--- config.mk ---
export PLATFORM = sky130hd
export DESIGN_NAME = mem_port_arbiter
export DESIGN_NICKNAME = d
export VERILOG_FILES = /design/src/rtl/mips_arb_pkg.sv /design/src/rtl/arb_perf_cnt.sv /design/src/rtl/mem_port_arbiter.sv
export SDC_FILE = /design/constraint.sdc
export NUM_CORES = 1
export LEC_CHECK = 0
export BUFFER_PORTS_ARGS = -buffer_cell sky130_fd_sc_hd__buf_2
export CAP_MARGIN = 5
export CORE_AREA = 2 2 97 99
export CTS_CLUSTER_SIZE = 20
export DETAILED_ROUTE_END_ITERATION = 16
export DIE_AREA = 0 0 99 101
export HOLD_SLACK_MARGIN = 0.02
export SYNTH_ARGS = -nofsm -noshare
export SYNTH_HDL_FRONTEND = slang
export SYNTH_SLANG_ARGS = --single-unit
--- constraint.sdc ---
create_clock -name clk -period 1.73 [get_ports clk]
set_clock_uncertainty 0.05 [all_clocks]
set_input_delay 0.4325 -clock clk [delete_from_list [all_inputs] [get_ports clk]]
set_output_delay 0.4325 -clock clk [all_outputs]
set_load 0.02 [all_outputs]
--- src/rtl/mips_arb_pkg.sv ---
// mips_arb_pkg: shared types and constants for the fetch/data RAM port arbiter.
package mips_arb_pkg;

    typedef enum logic [1:0] {
        IDLE,
        I_RESP,
        D_RESP
    } arb_state_t;

    typedef enum logic [1:0] {
        GNT_NONE,
        GNT_I,
        GNT_D
    } arb_gnt_t;

    localparam int WORD_OFF = 2;

endpackage

--- src/rtl/arb_perf_cnt.sv ---
// arb_perf_cnt: 32-bit saturating event counter with synchronous clear.
module arb_perf_cnt (
    input  logic        clk,
    input  logic        rst,
    input  logic        clr,
    input  logic        inc,
    output logic [31:0] cnt
);

    logic [31:0] cnt_q, cnt_d;

    always_comb begin
        cnt_d = clr ? '0 : ((inc && cnt_q != '1) ? cnt_q + 32'd1 : cnt_q);
    end

    always_ff @(posedge clk) begin
        if (rst) cnt_q <= '0;
        else     cnt_q <= cnt_d;
    end

    assign cnt = cnt_q;

endmodule

--- src/rtl/mem_port_arbiter.sv ---
// mem_port_arbiter: shares one 1-cycle-latency single-port RAM between fetch and data ports.
// Defining ARB_PERF_EN adds saturating i-stall, data-access and conflict counters.
module mem_port_arbiter
    import mips_arb_pkg::*;
#(
    parameter int ADDR_W = 10
) (
    input  logic              clk,
    input  logic              rst,
    input  logic              i_req,
    input  logic [31:0]       i_addr,
    input  logic              i_abort,
    output logic              i_valid,
    output logic [31:0]       i_rdata,
    output logic              i_stall,
    input  logic              d_req,
    input  logic [3:0]        d_wen,
    input  logic [31:0]       d_addr,
    input  logic [31:0]       d_wdata,
    output logic              d_valid,
    output logic [31:0]       d_rdata,
    output logic              d_stall,
    output logic              mem_en,
    output logic [3:0]        mem_wen,
    output logic [ADDR_W-1:0] mem_addr,
    output logic [31:0]       mem_wdata,
`ifdef ARB_PERF_EN
    output logic [31:0]       perf_istall,
    output logic [31:0]       perf_dacc,
    output logic [31:0]       perf_conflict,
`endif
    input  logic [31:0]       mem_rdata
);

    arb_state_t state_q, state_d;
    arb_gnt_t   gnt;
    logic       abort_q, abort_d;
    logic       wr_q, wr_d;
    logic       i_elig, d_elig;

    // Byte-offset bits and bits above the RAM size are intentionally dropped.
    logic unused_addr;
    assign unused_addr = ^{i_addr[31:ADDR_W+WORD_OFF], i_addr[WORD_OFF-1:0],
                           d_addr[31:ADDR_W+WORD_OFF], d_addr[WORD_OFF-1:0]};

    always_ff @(posedge clk) begin
        if (rst) begin
            state_q <= IDLE;
            abort_q <= 1'b0;
            wr_q    <= 1'b0;
        end else begin
            state_q <= state_d;
            abort_q <= abort_d;
            wr_q    <= wr_d;
        end
    end

    // The requester being answered this cycle sits out arbitration so its held req is not re-issued.
    always_comb begin
        i_elig    = i_req & ~rst & (state_q != I_RESP);
        d_elig    = d_req & ~rst & (state_q != D_RESP);
        gnt       = d_elig ? GNT_D : (i_elig ? GNT_I : GNT_NONE);
        state_d   = (gnt == GNT_D) ? D_RESP : ((gnt == GNT_I) ? I_RESP : IDLE);
        abort_d   = (gnt == GNT_I) & i_abort;
        wr_d      = (gnt == GNT_D) & (|d_wen);
        mem_en    = gnt != GNT_NONE;
        mem_addr  = (gnt == GNT_D) ? d_addr[ADDR_W+WORD_OFF-1:WORD_OFF] :
                    ((gnt == GNT_I) ? i_addr[ADDR_W+WORD_OFF-1:WORD_OFF] : '0);
        mem_wen   = (gnt == GNT_D) ? d_wen : 4'b0;
        mem_wdata = (gnt == GNT_D) ? d_wdata : 32'b0;
        i_valid   = ~rst & (state_q == I_RESP) & ~abort_q & ~i_abort;
        d_valid   = ~rst & (state_q == D_RESP);
        i_rdata   = i_valid ? mem_rdata : 32'b0;
        d_rdata   = (d_valid & ~wr_q) ? mem_rdata : 32'b0;
        i_stall   = i_req & ~i_valid;
        d_stall   = d_req & ~d_valid;
    end

`ifdef ARB_PERF_EN
    arb_perf_cnt u_cnt_istall (
        .clk (clk),
        .rst (rst),
        .clr (1'b0),
        .inc (i_stall),
        .cnt (perf_istall)
    );

    arb_perf_cnt u_cnt_dacc (
        .clk (clk),
        .rst (rst),
        .clr (1'b0),
        .inc (d_valid),
        .cnt (perf_dacc)
    );

    arb_perf_cnt u_cnt_conflict (
        .clk (clk),
        .rst (rst),
        .clr (1'b0),
        .inc (d_elig & i_elig),
        .cnt (perf_conflict)
    );
`endif

endmodule

==> results of run 1 <==
-- worst max-delay path, cell delays in order, from the launching register on --
cell and delay (ps):
dfxtp_4 350, nand2b_4 150, nor4_4 140, buf_6 200, buf_8 150, and2_1 160, buf_6 120
-- power groups by stage --
| stage | combinational, mW | clock [mW] | sequential (mW) |
|---|---|---|---|
| floorplan | 0.211 | 0 | 0.101 |
| global placement | 0.407 | 0 | 0.102 |
| detailed placement | 0.414 | 0 | 0.102 |
| CTS | 0.582 | 0.203 | 0.103 |
| global route | 0.687 | 0.218 | 0.103 |
| finish | 0.650 | 0.197 | 0.102 |
-- synthesized netlist by cell type, drive strengths merged --
| cell | instances |
|---|---|
| a21boi | 1 |
| a21oi | 1 |
| a22o | 10 |
| and2 | 101 |
| and3 | 1 |
| buf | 10 |
| clkbuf | 2 |
| dfxtp | 4 |
| inv | 1 |
| nand2b | 2 |
| nor2 | 3 |
| nor2b | 2 |
| nor3 | 2 |
| nor4 | 1 |
| o211a | 1 |
| o41a | 1 |
-- kinds of logic (layout without fill, tap and decap cells) --
group / Yosys count / count (layout) / share of synthesized area [%]
flip-flops: 4 / 4 / 7.92
buffers and inverters: 13 / 231 / 9.78
AO/OA/AOI/OAI: 14 / 15 / 12.0
AND/OR/NAND/NOR: 112 / 119 / 70.3
-- how the worst max path moves through the flow --
| stage | to | cells past startpoint | slack (ps) |
|---|---|---|---|
| after CTS | i_rdata[0] | 5 | -240 |
| after floorplan | i_rdata[22] | 3 | 10 |
| after global placement | mem_addr[0] | 5 | -230 |
| final | i_rdata[13] | 6 | -230 |
| after global routing | d_rdata[19] | 5 | -310 |
| after detailed placement | mem_addr[0] | 5 | -260 |
-- final cells by class --
class                           instances  area share, %
Clock buffer                            3           1.22
Multi-Input combinational cell        134           34.0
Sequential cell                         4           2.60
Tap cell                              111           4.12
Inverter                                1          0.185
Timing Repair Buffer                  227           57.8
-- metrics by stage --
step | instances | setup slack (ps) | setup TNS (ps) | utilization, % | hold WS (ps)
after floorplan | 143 | 9.77 | 0 | - | 504
after global placement | 456 | -231 | -10500 | 24.4 | 631
after detailed placement | 456 | -257 | -12260 | 24.4 | 624
after CTS | 473 | -240 | -16860 | 32.1 | 409
after global routing | 480 | -313 | -27290 | 37.6 | 417
final | 480 | -234 | -19110 | 37.6 | 406
-- per-layer routing --
metal  part of all wire [%]  up-vias  routed length, um
met5                      0        -                  0
met4                   0.66        0                 53
met3                    7.8        5                622
met2                     57      122               4580
met1                     34      929               2750
li1                       -      920                  -
-- repair_timing --
action / 4_1_cts / 5_1_grt
buffers inserted: 7 / 2
pin swaps: 28 / 47
gates resized for setup: 182 / 126
setup endpoints to repair: 113 / 115
cloned: 8 / 5
-- flip-flops by register name, summed over array words and instances (netlist names) --
name,flops
state_q,2
abort_q,1
wr_q,1
==> impl_metrics.ini, run 1 <==
[status]
outcome = complete, but fails checks
violations = setup timing

[grt]
grt_most_used_layer = met2
grt_overflow = 0
grt.total_usage_pct = 12.0
grtUsageMet2_pct = 24.7
met3_usage_pct = 1.11
grt_pass1_wl_mm = 9.54
grt_use_met1_pct = 13.1
antenna_found_initial = 0
grt_max_degree = 35
grt_pass1_vias = 1899

[placement]
place_congestion = 0.751
place_area_um2 = 2190
port_buffers = 207

[clocking]
root_buffer = clkbuf_8
clk_latency_ps = 220
numCtsBuffers = 3
clkTransAtPathRegs_ps = 30
cts.path.max_buffers = 2
cts_tree = yes
cts_hold_buf = 0
h-tree-depth = 1
clock-sinks = 4

[worst_setup_path]
r2r-start = state_q[0]
required_ps = 1250
critPathArrivalTime_ps = 1480
crit_path_start_kind = flop
reg2reg_depth = 5
critPathMaxFanout = 8
critPathLaunch = state_q[1]
path_class = flop to output pin
end_kind = output pin
rrSetupSlack_ps = 490
reg2reg_to = abort_q

[pwr]
p_comb_share_pct = 68.5
swShare_pct = 37.4
p_total_mw = 0.950
clkPwrFrac_pct = 20.8
p_per_area_nw_per_um2 = 281
p_leak_nw = 1.76
ir_drop_mv = 0.323
switchingPower_mw = 0.355
seqPwrFrac_pct = 10.8
p_int_mw = 0.594

[timing]
hold_viol = 0
layout_min_cycle_time_ps = 1960
fmax_mhz = 509
finalSetupViolCount = 115
tightest_slew_ps = 201
fin_ws_ps = -234
fin_crit_sh_pct = 113
rsz0062_at_grt = true
slew_headroom_pct = 86.5
maxSlewViolCount = 0

[synth]
ys_seq_area_share_pct = 7.92
syn_inst = 143
syn-num-nets = 280
synth_cell_types = 18
yosys-top-cells-area = and2_1 (63%), a22o_1 (8.7%), dfxtp_1 (7.9%)
synth_top_area_share_pct = 62.5
ys_warn_count = 0
avgSynthCellArea_um2 = 7.07
yosys.area.top_type = and2_1
netlist_area_um2 = 1010
ys_ff_latch = 4

[route]
wl_mm = 8.01
vias = 1976
drcViolationCount = 0
drt-pass1-iter-count = 4
drt_iter0_markers = 21
via_per_inst = 4.12
post_drt_wl_per_cell_um = 16.7
antenna_left = 0

[cells_and_area]
regArea_um2 = 87.6
antennaDiodeCount = 0
multiInputGateArea_um2 = 1150
fillCellCount = 901
layout_common_cells = buf_6 (104), buf_2 (91), and2_4 (61), and2_1 (39), buf_4 (26)
nets = 508
final_cell_area_um2 = 3370
final_common_cell = buf_6
area_growth_pct = 234
drive_gt1_share_pct = 85.1

[floorplan]
start_util_pct = 11.3
die_h_um = 101
ios = 252
die-area_um2 = 10000
rows = 35
core_area_um2 = 8980
die_w_um = 99

[worst_hold_path]
whs_path_depth = 2
hold_end = wr_q
hp-start = d_wen[3]
holdCritPathClass = input port to flop

[flow_run]
max_cap_violations = 0
Note: power is estimated with default switching activity, not from simulation.
==> run 2, diff against run 1 <==
--- a/config.mk
+++ b/config.mk
@@ -12,6 +12,8 @@
 export DETAILED_ROUTE_END_ITERATION = 16
 export DIE_AREA = 0 0 99 101
 export HOLD_SLACK_MARGIN = 0.02
+export PLACE_DENSITY = 0.49
+export SKIP_CTS_REPAIR_TIMING = 1
 export SYNTH_ARGS = -nofsm -noshare
 export SYNTH_HDL_FRONTEND = slang
 export SYNTH_SLANG_ARGS = --single-unit
==> impl_metrics.ini, run 2 (synthesized netlist as in run 1, its figures left out) <==
[route]
drt_iter0_markers = 16
antenna_left = 0
wl_met2_mm = 3.76
met3WireLength_um = 586
topRoutingLayerUsed = met4
vias = 1848
wl_mm = 6.45
routedLengthMet1_mm = 2.07
drcViolationCount = 0
post_drt_wl_per_cell_um = 13.7
via_per_inst = 3.92
drt-pass1-iter-count = 4

[clocking]
cts.path.max_buffers = 2
root_buffer = clkbuf_8
clk_latency_ps = 220
cts_tree = yes
clock-sinks = 4
clkTransAtPathRegs_ps = 30
numCtsBuffers = 3
h-tree-depth = 1

[cells_and_area]
largest_register_ff_count = 2
fillCellCount = 926
area_growth_pct = 214
layout_common_cells = buf_2 (122), buf_6 (80), and2_4 (68), and2_1 (24), buf_4 (13)
final_common_cell = buf_2
top_register = state_q
antennaDiodeCount = 0
nets = 500
drive_gt1_share_pct = 87.8
reg_top3 = state_q: 2 flops, abort_q: 1 flops, wr_q: 1 flops

[flow_run]
max_cap_violations = 0

[timing]
fmax_mhz = 513
layout_min_cycle_time_ps = 1950
rsz0062_at_grt = true
finalSetupViolCount = 112
maxSlewViolCount = 0
fin_crit_sh_pct = 113
slew_headroom_pct = 83.0
fin_ws_ps = -220
tightest_slew_ps = 254
hold_viol = 0

[floorplan]
core_area_um2 = 8980
die-area_um2 = 10000
rows = 35
die_w_um = 99
ios = 252
start_util_pct = 11.3
die_h_um = 101

[worst_setup_path]
critPathArrivalTime_ps = 1470
path_class = flop to output pin
critPathMaxFanout = 11
required_ps = 1250
end_kind = output pin
crit_path_start_kind = flop

[grt]
grt_overflow = 0
grt_max_degree = 35
grt_pass1_vias = 1465
grt_pass1_wl_mm = 6.93
antenna_found_initial = 0
grt.total_usage_pct = 8.42

[worst_hold_path]
holdCritPathClass = input port to flop

[pwr]
ir_drop_mv = 0.346
p_leak_nw = 1.74
p_per_area_nw_per_um2 = 294
p_total_mw = 0.934

[placement]
place_ws_ps = -223
dpl.hpwl_mm = 4.19
port_buffers = 207
place_congestion = 0.734

[status]
outcome = complete, but fails checks
violations = setup timing
-- run 2: cell types whose count changed in the layout (fill, tap and decap cells not counted), sizes merged --
cell and change:
clkbuf +2, buf -3, and3 -7
-- run 2: power by group --
| group | switching, mW | internal (mW) | leakage (nW) |
|---|---|---|---|
| Combinational | 0.280 | 0.355 | 1.68 |
| Clock | 0.0483 | 0.148 | 0.0216 |
| Sequential | 0.00477 | 0.0984 | 0.0336 |
-- run 2: final timing paths --
| path | startpoint | end | slack, ps | cells after the start |
|---|---|---|---|---|
| setup reg to reg | state_q[0] | abort_q | 380 | 6 |
| hold reg to reg | state_q[1] | state_q[1] | 800 | 3 |
| setup / recovery | state_q[0] | mem_addr[9] | -220 | 5 |
| hold / removal | d_wen[3] | wr_q | 420 | 2 |
-- run 2: metrics by stage --
stage / hold slack (ps) / utilization, % / setup TNS (ps) / instance area (um^2) / cells
global placement: 619 / 24.6 / -11770 / 2210 / 458
detailed placement: 614 / 24.6 / -12730 / 2210 / 458
CTS: 397 / 25.0 / -22990 / 2250 / 461
finish: 418 / 35.4 / -18390 / 3180 / 472
floorplan: 504 / - / 0 / 1020 / 143
global route: 418 / 35.4 / -25280 / 3180 / 472
-- run 2: critical path: stages, from the launching register on --
cell and delay, ps:
dfxtp_2 330, nand2b_4 150, and3_4 310, buf_12 160, a22o_1 170, buf_6 130
-- run 2: final cells by class --
cell class / count / area [um^2] / area share, %
Tap cell: 111 / 139 / 4.37
Inverter: 1 / 3.75 / 0.118
Clock buffer: 3 / 41.3 / 1.30
Timing Repair Buffer: 226 / 1850 / 58.2
Sequential cell: 4 / 82.6 / 2.60
Multi-Input combinational cell: 127 / 1060 / 33.5
-- run 2: layer usage --
metal / global-route usage (%) / up-vias
li1: - / 894
met1: 8.86 / 840
met2: 16.5 / 112
met3: 2.08 / 2
met4: 2.21 / 0
met5: 0 / -
==> run 3, diff against run 2 <==
==> constraint.sdc (replaced) <==
create_clock -name clk -period 2 [get_ports clk]
set_clock_uncertainty 0.05 [all_clocks]
set_input_delay 0.5 -clock clk [delete_from_list [all_inputs] [get_ports clk]]
set_output_delay 0.5 -clock clk [all_outputs]
set_load 0.02 [all_outputs]
==> impl_metrics.ini, run 3 (synthesized netlist as in run 1, its figures left out) <==
[status]
outcome = complete, but fails checks
violations = setup timing

[timing]
tightest_slew_ps = 221
tns_ps = -3690
hold_viol = 0
layout_min_cycle_time_ps = 2080
finalSetupViolCount = 102
fin_ws_ps = -78.8
fin_crit_sh_pct = 104
timing.hold.ws_ps = 479
fmax_mhz = 481
slew_headroom_pct = 85.3
maxSlewViolCount = 0
rsz0062_at_grt = true

[worst_setup_path]
critPathMaxFanout = 7
path_class = flop to output pin
crit_path_top_delay_cell = dfxtp_4
critPathTopFamily = simple AND/OR/NAND/NOR gates
required_ps = 1450
crit_chain = nand2b_4 > nor4_4 > buf_4 > buf_6 > and2_4 > buf_6
cp_slowest_stage_delay_ps = 350
crit_buf_inv = 3
crit_path_start_kind = flop
critPathArrivalTime_ps = 1530
cpMostUsedCell = buf_6
end_kind = output pin

[floorplan]
die_w_um = 99
die_h_um = 101
core_area_um2 = 8980
ios = 252
rows = 35
start_util_pct = 11.3
die-area_um2 = 10000

[route]
via_per_inst = 3.96
drcViolationCount = 0
antenna_left = 0
vias = 1873
drt_iter0_markers = 28
drt-pass1-iter-count = 4
post_drt_wl_per_cell_um = 13.6
wl_mm = 6.45

[placement]
port_buffers = 207
dpl.hpwl_mm = 3.97
place_area_um2 = 2190
place_congestion = 0.757

[clocking]
root_buffer = clkbuf_8
cts.path.max_buffers = 2
clkTransAtPathRegs_ps = 30
cts_tree = yes
h-tree-depth = 1
clock-sinks = 4
clk_latency_ps = 220
numCtsBuffers = 3

[pwr]
ir_drop_mv = 0.237
p_per_area_nw_per_um2 = 242
p_leak_nw = 1.74

[cells_and_area]
regArea_um2 = 87.6
top_register = state_q
largest_register_ff_count = 2
final_cell_area_um2 = 3290
layout_common_cells = buf_6 (98), buf_2 (94), and2_4 (65), and2_1 (36), buf_4 (27)
fillCellCount = 889
nets = 501
reg_top3 = state_q: 2 flops, abort_q: 1 flops, wr_q: 1 flops
drive_gt1_share_pct = 84.8
antennaDiodeCount = 0
multiInputGateArea_um2 = 1040
final_common_cell = buf_6
area_growth_pct = 225

[grt]
grt.total_usage_pct = 7.92
grt_overflow = 0
grt_max_degree = 35
antenna_found_initial = 0
grt_pass1_wl_mm = 6.43
grt_pass1_vias = 1395

[worst_hold_path]
holdCritPathClass = input port to flop

[flow_run]
max_cap_violations = 0
run 3: changes by cell type in the layout (fill, tap and decap cells not counted), moves of 2 or more:
cell,delta
dfxtp_2,-2
buf_2,-28
and2_1,+12
buf_12,-2
and2_2,-9
buf_6,+18
dfxtp_4,+2
buf_4,+14
and2_4,-3
run 3: cell type report:
cell class / instances / share of cell area, %
multi-input combinational: 126 / 31.6
sequential: 4 / 2.66
inverter: 1 / 0.114
tap: 111 / 4.22
timing repair buffer: 228 / 60.1
clock buffer: 3 / 1.26
run 3: layer usage:
metal	routed length (um)	track usage, %
met4	103	3.48
met1	2310	8.79
met5	0	0
met3	521	1.53
met2	3520	14.6
run 3: worst reg2reg max path: stages (launching register included):
cell and delay (ps):
dfxtp_4 370, nand2b_4 150, and3_4 320, clkbuf_16 190, o41a_1 140
run 3: path summary, 6_finish.rpt:
path                            startpoint           to  slack (ps)  cells after the start
worst max register to register  state_q[0]         wr_q         730                      4
worst min-delay path              d_wen[3]         wr_q         480                      2
worst min register to register  state_q[1]   state_q[1]         810                      3
worst max-delay path            state_q[1]  i_rdata[12]         -80                      6
run 3: report_power, final:
group	leakage, nW	switching [mW]	total [mW]	internal [mW]
registers	0.0343	0.00494	0.0886	0.0836
clock network	0.0216	0.0441	0.173	0.128
logic	1.69	0.235	0.536	0.300
total	1.74	0.285	0.797	0.512
run 3: stage by stage:
step                std cells  power [mW]  setup slack, ps  util, %
floorplan                 143       0.269              110        -
global placement          457       0.442             -106     24.4
detailed placement        457       0.446             -113     24.4
CTS                       460       0.622             -141     24.9
global route              473       0.837             -137     36.6
finish                    473       0.797            -78.8     36.6
